## config.mk

```make
export PLATFORM = sky130hd
export DESIGN_NAME = ones_pattern_gen
export DESIGN_NICKNAME = d
export VERILOG_FILES = /design/src/rtl/ones_pattern_gen.sv
export SDC_FILE = /design/constraint.sdc
export NUM_CORES = 1
export LEC_CHECK = 0
export ABC_AREA = 1
export BUFFER_PORTS_ARGS = -buffer_cell sky130_fd_sc_hd__buf_4
export CORE_MARGIN = 1.5
export CORE_UTILIZATION = 45
export DETAILED_ROUTE_END_ITERATION = 16
export HOLD_SLACK_MARGIN = 0.03
export PLACE_DENSITY = 0.71
export SLEW_MARGIN = 5
export SYNTH_ARGS = -nofsm -noshare
export SYNTH_HDL_FRONTEND = slang
export SYNTH_SLANG_ARGS = --single-unit
```

## constraint.sdc

```tcl
create_clock -name clk -period 2.32 [get_ports clk]
set_clock_uncertainty 0.15 [all_clocks]
set_input_delay 0 -clock clk [delete_from_list [all_inputs] [get_ports clk]]
set_output_delay 0 -clock clk [all_outputs]
set_load 0.03 [all_outputs]
```

## src/rtl/ones_pattern_gen.sv

```systemverilog
// Thermometer pattern generator: latches a count of ones, presents it in parallel
// and streams it out LSB first, followed by a one-cycle done pulse.
module ones_pattern_gen #(
    parameter int W  = 8,
    parameter int CW = 4
) (
    input  logic          clk,
    input  logic          rst,
    input  logic          start,
    input  logic [CW-1:0] count_in,
    output logic [W-1:0]  d_out,
    output logic          bit_out,
    output logic          bit_valid,
    output logic          busy,
    output logic          done,
    output logic          sat,
    output logic [CW-1:0] ones_sent
);

    typedef enum logic [1:0] {
        IDLE,
        SHIFT,
        DONE
    } state_e;

    localparam logic [CW-1:0] WMAX = CW'(W);
    localparam logic [CW-1:0] LAST = CW'(W - 1);

    state_e        state_q;
    logic [CW-1:0] cnt_q;
    logic [CW-1:0] idx_q;
    logic [CW-1:0] ones_q;
    logic [W-1:0]  dout_q;
    logic          bit_q;
    logic          valid_q;
    logic          busy_q;
    logic          done_q;
    logic          sat_q;

    logic          sat_d;
    logic [CW-1:0] cnt_d;
    logic [CW-1:0] idx_d;
    logic [W-1:0]  therm_d;

    always_comb begin
        sat_d   = (count_in > WMAX);
        cnt_d   = sat_d ? WMAX : count_in;
        idx_d   = idx_q + CW'(1);
        therm_d = '0;
        for (int i = 0; i < W; i++) begin
            therm_d[i] = (CW'(i) < cnt_d);
        end
    end

    always_ff @(posedge clk or posedge rst) begin
        if (rst) begin
            state_q <= IDLE;
            cnt_q   <= '0;
            idx_q   <= '0;
            ones_q  <= '0;
            dout_q  <= '0;
            bit_q   <= 1'b0;
            valid_q <= 1'b0;
            busy_q  <= 1'b0;
            done_q  <= 1'b0;
            sat_q   <= 1'b0;
        end else begin
            unique case (state_q)
                IDLE: begin
                    valid_q <= 1'b0;
                    bit_q   <= 1'b0;
                    done_q  <= 1'b0;
                    if (start) begin
                        cnt_q   <= cnt_d;
                        sat_q   <= sat_d;
                        dout_q  <= therm_d;
                        idx_q   <= '0;
                        ones_q  <= '0;
                        // First serial bit is presented on the cycle right after accept
                        bit_q   <= (cnt_d != '0);
                        valid_q <= 1'b1;
                        busy_q  <= 1'b1;
                        state_q <= SHIFT;
                    end
                end
                SHIFT: begin
                    if (bit_q) begin
                        ones_q <= ones_q + CW'(1);
                    end
                    if (idx_q == LAST) begin
                        valid_q <= 1'b0;
                        bit_q   <= 1'b0;
                        done_q  <= 1'b1;
                        state_q <= DONE;
                    end else begin
                        idx_q <= idx_d;
                        bit_q <= (idx_d < cnt_q);
                    end
                end
                DONE: begin
                    done_q  <= 1'b0;
                    busy_q  <= 1'b0;
                    state_q <= IDLE;
                end
                default: begin
                    state_q <= IDLE;
                end
            endcase
        end
    end

    assign d_out     = dout_q;
    assign bit_out   = bit_q;
    assign bit_valid = valid_q;
    assign busy      = busy_q;
    assign done      = done_q;
    assign sat       = sat_q;
    assign ones_sent = ones_q;

endmodule

```

======== Yosys cells after proc, flatten, opt, wreduce, memory -nomap -nowiden ========
Index checks and enable logic that the tools add are counted.
word-level totals
  bits of input ports ..................... 7
  output and inout bits ................... 17
  flip-flop bits (word level) ............. 27
  word-level logic and storage cells ...... 61
cells by class
  eq/ne operators ......................... 7
  mux-type cells .......................... 19
  add/sub/neg operators ................... 2
  magnitude comparators ................... 10
  reductions and logical operators ........ 13
operators with widths
  cell                                                                  count
  3-bit by 4-bit < comparator with 1-bit output (first input constant)  4
  4-bit 2-to-1 mux                                                      4
  4-bit one-hot mux with 2 select lines                                 2
  2-bit AND reduction                                                   5
  4-bit by 1-bit adder with 4-bit output (second input constant)        2
  1-bit by 4-bit < comparator with 1-bit output (first input constant)  2
  2-bit by 4-bit < comparator with 1-bit output (first input constant)  2
  2-bit != test (second input constant)                                 4
  1-bit one-hot mux with 2 select lines                                 4
  1-bit 2-to-1 mux                                                      6
  3-bit AND reduction                                                   2
  2-bit nonzero test                                                    3
  4-bit by 3-bit == test with 1-bit output (second input constant)      1
  4-bit > comparator (second input constant)                            1
  4-bit < comparator                                                    1
  2-bit 2-to-1 mux                                                      2
  2-bit one-hot mux with 2 select lines                                 1
  4-bit nonzero test                                                    1
  2-bit by 1-bit == test with 1-bit output (second input constant)      1
  2-bit == test (second input constant)                                 1
  2-bit logical NOT                                                     1
  2-bit OR reduction                                                    1

======== Depth between registers and ports, before layout ========
Gate-level depths: netlist of run 1.
  word-level depth ........................ 5
  gate-level depth with buffers ........... 10
  gate-level depth less buffers ........... 10

======== Least setup slack after synthesis of run 1 ========
No wires, ideal clock.
  path kind ............................... reg2reg
  from .................................... reg idx_q[0]
  to ...................................... reg bit_q (netlist: bit_out)
  slack ................................... 737 ps
  data required time ...................... 2,093 ps
  library setup time ...................... 77 ps
  stages on the path, launching flop included .. 11
  buffers on the path ..................... 0
  clock period less this slack ............ 1,583 ps
  data arrival time ....................... 1,355 ps
  cells stage by stage .................... dfrtp_1 > ha_1 > nand2_1 > inv_1 > nor2_1 > ha_1 > nand2_1 > inv_1 > nand2_1 > nand4_1 > a21oi_1
on the way
  cells in the longest elaborated chain, start to end .. 4
  elaborated cells on any way between the ends .. 5
  classes of those cells .................. add/sub (1); order compare (1); eq/ne (1); mux (2)
ends and longest elaborated chain
  what                                     RTL line  text
  start, declared                          31        logic [CW-1:0] idx_q;
  start signal, assigned                   96        idx_q <= idx_d;
  4-bit by 1-bit adder with 4-bit output   48        idx_d = idx_q + CW'(1);
  4-bit < comparator                       97        bit_q <= (idx_d < cnt_q);
  1-bit 2-to-1 mux *                       90        if (idx_q == LAST) begin
  1-bit one-hot mux with 2 select lines *  68        unique case (state_q)
  end signal, assigned                     80        bit_q <= (cnt_d != '0);
  end signal, assigned                     97
  end, declared                            34        logic bit_q;
Every way passes the cells marked *; elsewhere a longest branch is shown, timed or not.
A chain may end at the register's enable or synchronous reset.

======== Worst setup path after layout of run 1 ========
  from .................................... reg state_q[1]
  to ...................................... reg sat_q (netlist: sat)
on the way
  cells in the longest elaborated chain, start to end .. 2
ends and longest elaborated chain
  what                                  RTL line  text
  start, declared                       29        state_e state_q;
  start signal, assigned                57        state_q <= IDLE;
  start signal, assigned                83        state_q <= SHIFT;
  start signal, assigned                94        state_q <= DONE;
  2-bit logical NOT                     68
  2-bit AND reduction (no source line)  -
  end signal, assigned                  75        sat_q <= sat_d;
  end, declared                         38        logic sat_q;
Every way passes these cells.

==> results of run 1 <==
## logic make-up (layout without fill, tap and decap cells)
| logic type | Yosys count | count (layout) |
|---|---|---|
| and+or+nand+nor | 70 | 70 |
| DFF | 26 | 26 |
| buffers and inverters | 20 | 54 |
| AOI/OAI and AO/OA | 16 | 16 |
| adders and majority gates | 5 | 5 |
| xor gates and xnor gates | 2 | 2 |
## metal layers
metal	wire length (um)	part of all wire [%]	global-route usage [%]
met5	0	0	0
met4	13	0.51	6.27
met3	65	2.5	2.11
met2	1300	51	31.6
met1	1170	46	21.5
## registers in the layout, indices dropped and copies added, names as in the netlist
| name | count |
|---|---|
| state_q | 2 |
| bit_out | 1 |
| cnt_q | 4 |
| ones_sent | 4 |
| d_out | 7 |
| idx_q | 4 |
| bit_valid | 1 |
| busy | 1 |
| done | 1 |
| sat | 1 |
## final cells by class
| class | instances | area [um^2] |
|---|---|---|
| Clock buffer | 3 | 22.5 |
| Fill cell | 220 | 975 |
| Inverter | 17 | 63.8 |
| Multi-Input combinational cell | 93 | 493 |
| Sequential cell | 26 | 651 |
| Tap cell | 30 | 37.5 |
| Timing Repair Buffer | 34 | 280 |
## worst max path at each step
stage | to | slack, ns | depth (start not counted) | start
after global placement | bit_out | 0.69 | 10 | idx_q[0]
after detailed placement | bit_out | 0.58 | 7 | idx_q[0]
after global routing | sat | 0.06 | 6 | state_q[1]
final | sat | 0.24 | 6 | state_q[1]
after CTS | sat | 0.25 | 6 | state_q[1]
after floorplan | bit_out | 0.74 | 10 | idx_q[0]
## power groups by stage
stage / clock network (W) / registers [W] / logic, W
floorplan: 0 / 0.00102 / 0.000573
global placement: 0 / 0.000795 / 0.00112
detailed placement: 0 / 0.000804 / 0.00114
CTS: 0.000196 / 0.000794 / 0.00119
global route: 0.000206 / 0.000822 / 0.00131
finish: 0.000187 / 0.000796 / 0.00119
## critical path: stages, from the launching register on
cell	delay (ns)
dfrtp_1	0.45
inv_2	0.11
nand3_4	0.20
inv_2	0.25
nand2_1	0.14
o21ai_0	0.15
dlygate4sd3_1	0.56
## cell usage in the layout, fill, tap and decap left out, types with 3 or more instances in the layout
| master | n |
|---|---|
| nor2_1 | 10 |
| dfrtp_1 | 26 |
| a21oi_1 | 4 |
| ha_1 | 5 |
| inv_1 | 14 |
| buf_4 | 24 |
| nand2_1 | 36 |
| inv_2 | 3 |
| dlygate4sd3_1 | 10 |
| nand3_1 | 15 |
| o21ai_0 | 5 |
| clkbuf_4 | 3 |
## timing repair
| item | 4_1_cts | 5_1_grt |
|---|---|---|
| gates resized for setup | 0 | 0 |
| hold endpoints to repair | 41 | 0 |
| hold buffers | 10 | 0 |
## stage by stage
step | setup slack [ns] | util (%) | std cells | instance area, um^2
final | 0.236 | 61.4 | 203 | 1550
after global routing | 0.0636 | 61.4 | 203 | 1550
after CTS | 0.253 | 61.4 | 203 | 1550
after detailed placement | 0.580 | 56.5 | 190 | 1430
after global placement | 0.689 | 56.5 | 190 | 1430
after floorplan | 0.737 | - | 139 | 1230
==> run_results.csv, run 1 <==
group,metric,value,unit
pwr,p_int,0.00117,W
synth,synth_area,1230,um^2
clock_network,insertion_delay,0.31,ns
synth,yosys.area.top_type,"dfrtp_1",
detailed_routing,routed_via_density,5.14,
setup_path,timing.rr.end,"sat",
synth,synthXorXnorAreaFrac,1.43,%
clock_network,ctsLongestPathBuffers,2,
timing,grt_setup_unrepaired,"false",
global_routing,grt_remaining_overflow,0,
detailed_routing,wire_per_inst,12.6,um
clock_network,tritoncts,"done",
detailed_routing,initialDrtViolationCount,34,
floorplan,die_w,55.2,um
finish,nNetsFinal,187,
timing,setup_tns,0,ns
detailed_routing,wl,2560,um
synth,ys_types,26,
synth,synth_compound_area_share,7.65,%
floorplan,core_area,2520,um^2
clock_network,clk_pin_slew,0.13,ns
timing,post-route-period-util,89.8,%
finish,num_antenna_cells,0,
detailed_routing,vias,1044,
pwr,power_density,1400,nW/um^2
pwr,sw_frac_of_total,46.0,%
timing,fin_crit,2.08,ns
synth,yosysSeqAreaShare,53.0,%
timing,worst_hold_slack,0.122,ns
detailed_routing,drc_errors,0,
synth,ys_warn_count,0,
global_routing,grt_max_degree,27,
timing,worstMarginPinSlew,0.325,ns
setup_path,end_kind,"flop",
synth,syn_nets,151,
synth,ys.flop_type,"dfrtp_1",
floorplan,die_area,3050,um^2
synth,ys_seq_elements,26,
placement,io_buffers,23,
floorplan,start_util,48.7,%
synth,synth-edff-count,0,
synth,synth-simple-area-share,26.0,%
synth,synth_top_family_by_area,"simple AND/OR/NAND/NOR gates",
timing,max-slew-margin-rel,78.4,%
pwr,p_switching,0.00100,W
setup_path,rrSetupSlack,0.24,ns
synth,synth_fa_ha_area_share,5.10,%
setup_path,critPathKind,"flop to flop",
setup_path,crit_arrival,2.19,ns
clock_network,cts_inserted_buffers,3,
floorplan,die_y,55.2,um
clock_network,htreeDepth,1,
pwr,irDropWorstVdd,0.920,mV
synth,synth_cells,139,
synth,avgSynthCellArea,8.83,um^2
global_routing,grt_pass1_vias,1019,
finish,synthToLayoutAreaGrowth,26.1,%
pwr,sequentialPowerShare,36.7,%
pwr,fin_total_pwr,0.00217,W
timing,hold_viol,0,
global_routing,grt_pass1_wl,4370,um
floorplan,ioPinCount,24,
setup_path,cp_max_fo,18,
setup_path,ff2ff_path_depth,6,
setup_path,timing.rr.start,"state_q[1]",
synth,yosys.area.top_type_share,53.0,%
timing,fmax,480,MHz
synth,synth.most_common_cell,"nand2_1",
clock_network,cts_setup_buffers,0,
min_path,worstHoldPathType,"input port to async pin",
synth,synth_area_leaders,"dfrtp_1, nand2_1, nand3_1",
floorplan,rows,18,
outcome,outcome,"complete, no violations",
detailed_routing,ant_nets,0,
detailed_routing,drtPass1Iterations,4,
clock_network,cts_root_buf,"clkbuf_4",
placement,place_hpwl,1810,um
clock_network,clock_sinks,26,
pwr,p_leak,0.826,nW
timing,slew_viol_final,0,
pwr,pwr-share-comb,54.7,%
synth,synth.area.mux_share,0,%
finish,layout-drive-gt1-share,21.4,%
timing,setup_viol_count_final,0,
synth,postSynth.asyncResetShare,100,%
placement,gp_congestion,0.820,
global_routing,antenna_found_initial,0,
setup_path,worstPathRequired,2.43,ns
global_routing,globalRouteTotalUtil,17.6,%
flow_run,maxCapViolations,0,
pwr,clockPowerShare,8.6,%
setup_path,critPathLaunchType,"flop",
synth,synth_commonest_cells,"nand2_1, dfrtp_1, nand3_1",
No activity file was read; power rests on OpenSTA's default activity.
==> run 2: changes to the inputs <==
CORE_UTILIZATION = 35   (was 45)
PLACE_DENSITY = 0.59   (was 0.71)
==> run_results.csv, run 2 (synthesized netlist as in run 1, its figures left out) <==
group,metric,value,unit
setup_path,cp_max_fo,18,
setup_path,crit_path_start,"state_q[1]",
setup_path,critPathKind,"flop to flop",
timing,setup_viol_count_final,0,
setup_path,cp_top_family,"buffers and inverters",
finish,layout-drive-gt1-share,22.1,%
setup_path,crit_arrival,1.91,ns
detailed_routing,drc_errors,0,
timing,fin_crit,1.78,ns
setup_path,timing.rr.end,"cnt_q[0]",
pwr,power_density,1400,nW/um^2
placement,placed_area,1450,um^2
detailed_routing,wire_per_inst,11.5,um
finish,mostFrequentLayoutCell,"nand2_1",
clock_network,clk_pin_slew,0.14,ns
placement,io_buffers,23,
clock_network,cts_inserted_buffers,3,
timing,max-slew-margin-rel,78.2,%
setup_path,rrSetupSlack,0.54,ns
timing,slew_viol_final,0,
setup_path,critPathLaunchType,"flop",
finish,post-route-util,46.4,%
finish,final_cell_mix,"nand2_1, dfrtp_1, buf_4",
detailed_routing,vias,1008,
detailed_routing,drtPass1Iterations,4,
finish,synthToLayoutAreaGrowth,27.2,%
global_routing,globalRouteTotalUtil,14.0,%
clock_network,clock_sinks,26,
detailed_routing,initialDrtViolationCount,46,
global_routing,grt_pass1_wl,4310,um
placement,place_hpwl,1840,um
setup_path,cp.depth,4,
detailed_routing,ant_nets,0,
setup_path,end_kind,"flop",
outcome,outcome,"complete, no violations",
setup_path,worstPathRequired,2.44,ns
global_routing,grt_remaining_overflow,0,
finish,nNetsFinal,185,
placement,gp_congestion,0.767,
finish,design_area,1560,um^2
pwr,irDropWorstVdd,0.586,mV
floorplan,start_util,36.5,%
detailed_routing,routed_via_density,4.62,
clock_network,insertion_delay,0.32,ns
setup_path,timing.rr.start,"state_q[1]",
clock_network,tritoncts,"done",
floorplan,ioPinCount,24,
finish,largest_reg_flops,7,
clock_network,cts_setup_buffers,0,
timing,setup_tns,0,ns
placement,pre_cts_ws,0.597,ns
setup_path,endpoint,"cnt_q[0]",
timing,worstMarginPinSlew,0.326,ns
floorplan,die_area,3870,um^2
setup_path,path_cells,"inv_2, nand3_4, o31ai_1, dlygate4sd3_1",
clock_network,cts_root_buf,"clkbuf_4",
setup_path,slowest_delay,0.57,ns
detailed_routing,wl,2500,um
setup_path,worst-path-buf-inv,2,
setup_path,cp_slowest_cell,"dlygate4sd3_1",
flow_run,maxCapViolations,0,
floorplan,die_w,62.2,um
pwr,p_leak,0.822,nW
global_routing,antenna_found_initial,0,
floorplan,rows,21,
timing,worst_hold_slack,0.111,ns
floorplan,core_area,3360,um^2
global_routing,grt_max_degree,27,
finish,num_antenna_cells,0,
floorplan,die_y,62.2,um
global_routing,grt_pass1_vias,932,
timing,setup_slack,0.535,ns
timing,post-route-period-util,76.9,%
timing,hold_viol,0,
clock_network,ctsLongestPathBuffers,2,
timing,grt_setup_unrepaired,"false",
clock_network,htreeDepth,1,
min_path,worstHoldPathType,"input port to async pin",
setup_path,ff2ff_path_depth,4,
timing,fmax,560,MHz
run 2: layer usage:
| layer | global-route usage, % | up-vias | routed length, um |
|---|---|---|---|
| met3 | 3.44 | 4 | 121 |
| met2 | 22.4 | 28 | 1190 |
| met1 | 18.8 | 458 | 1160 |
| li1 | - | 518 | - |
| met4 | 4.17 | 0 | 27 |
| met5 | 0 | - | 0 |
run 2: cell type report:
| type | count | area [um^2] |
|---|---|---|
| fillers | 358 | 1800 |
| flip-flops and latches | 26 | 651 |
| multi-input cells | 93 | 493 |
| repair buffers | 32 | 260 |
| inverters | 17 | 63.8 |
| well taps | 46 | 57.6 |
| clock buffers | 4 | 36.3 |
run 2: worst min-delay path by stage:
stage,endpoint,slack [ns],cells after the start
6_report,d_out[2],0.11,4
2_1_floorplan,bit_out,-0.11,1
3_5_place_dp,d_out[2],-0.07,3
5_1_grt,d_out[2],0.15,4
4_1_cts,d_out[2],0.12,4
3_3_place_gp,d_out[3],-0.07,3
run 2: what timing repair did:
| item | in CTS | in global routing |
|---|---|---|
| resized for setup | 0 | 0 |
| hold buffers | 8 | 0 |
| endpoints found under the hold margin | 42 | 0 |
run 2: power breakdown:
| group | leakage, nW | internal (W) | switching [W] |
|---|---|---|---|
| clock | 0.0210 | 0.0000960 | 0.000135 |
| combinational | 0.480 | 0.000437 | 0.000714 |
| sequential | 0.321 | 0.000651 | 0.000146 |
| total | 0.822 | 0.00118 | 0.000995 |
run 2: per-stage QoR:
stage	power, W	cells
3_3_place_gp	0.00192	206
2_1_floorplan	0.00160	139
5_1_grt	0.00237	218
3_5_place_dp	0.00195	206
6_report	0.00218	218
4_1_cts	0.00220	218
run 2: tightest hold or removal path: cells and delay by family:
family / cells / cell delay [ns]
buffers and inverters: 4 / 1.00
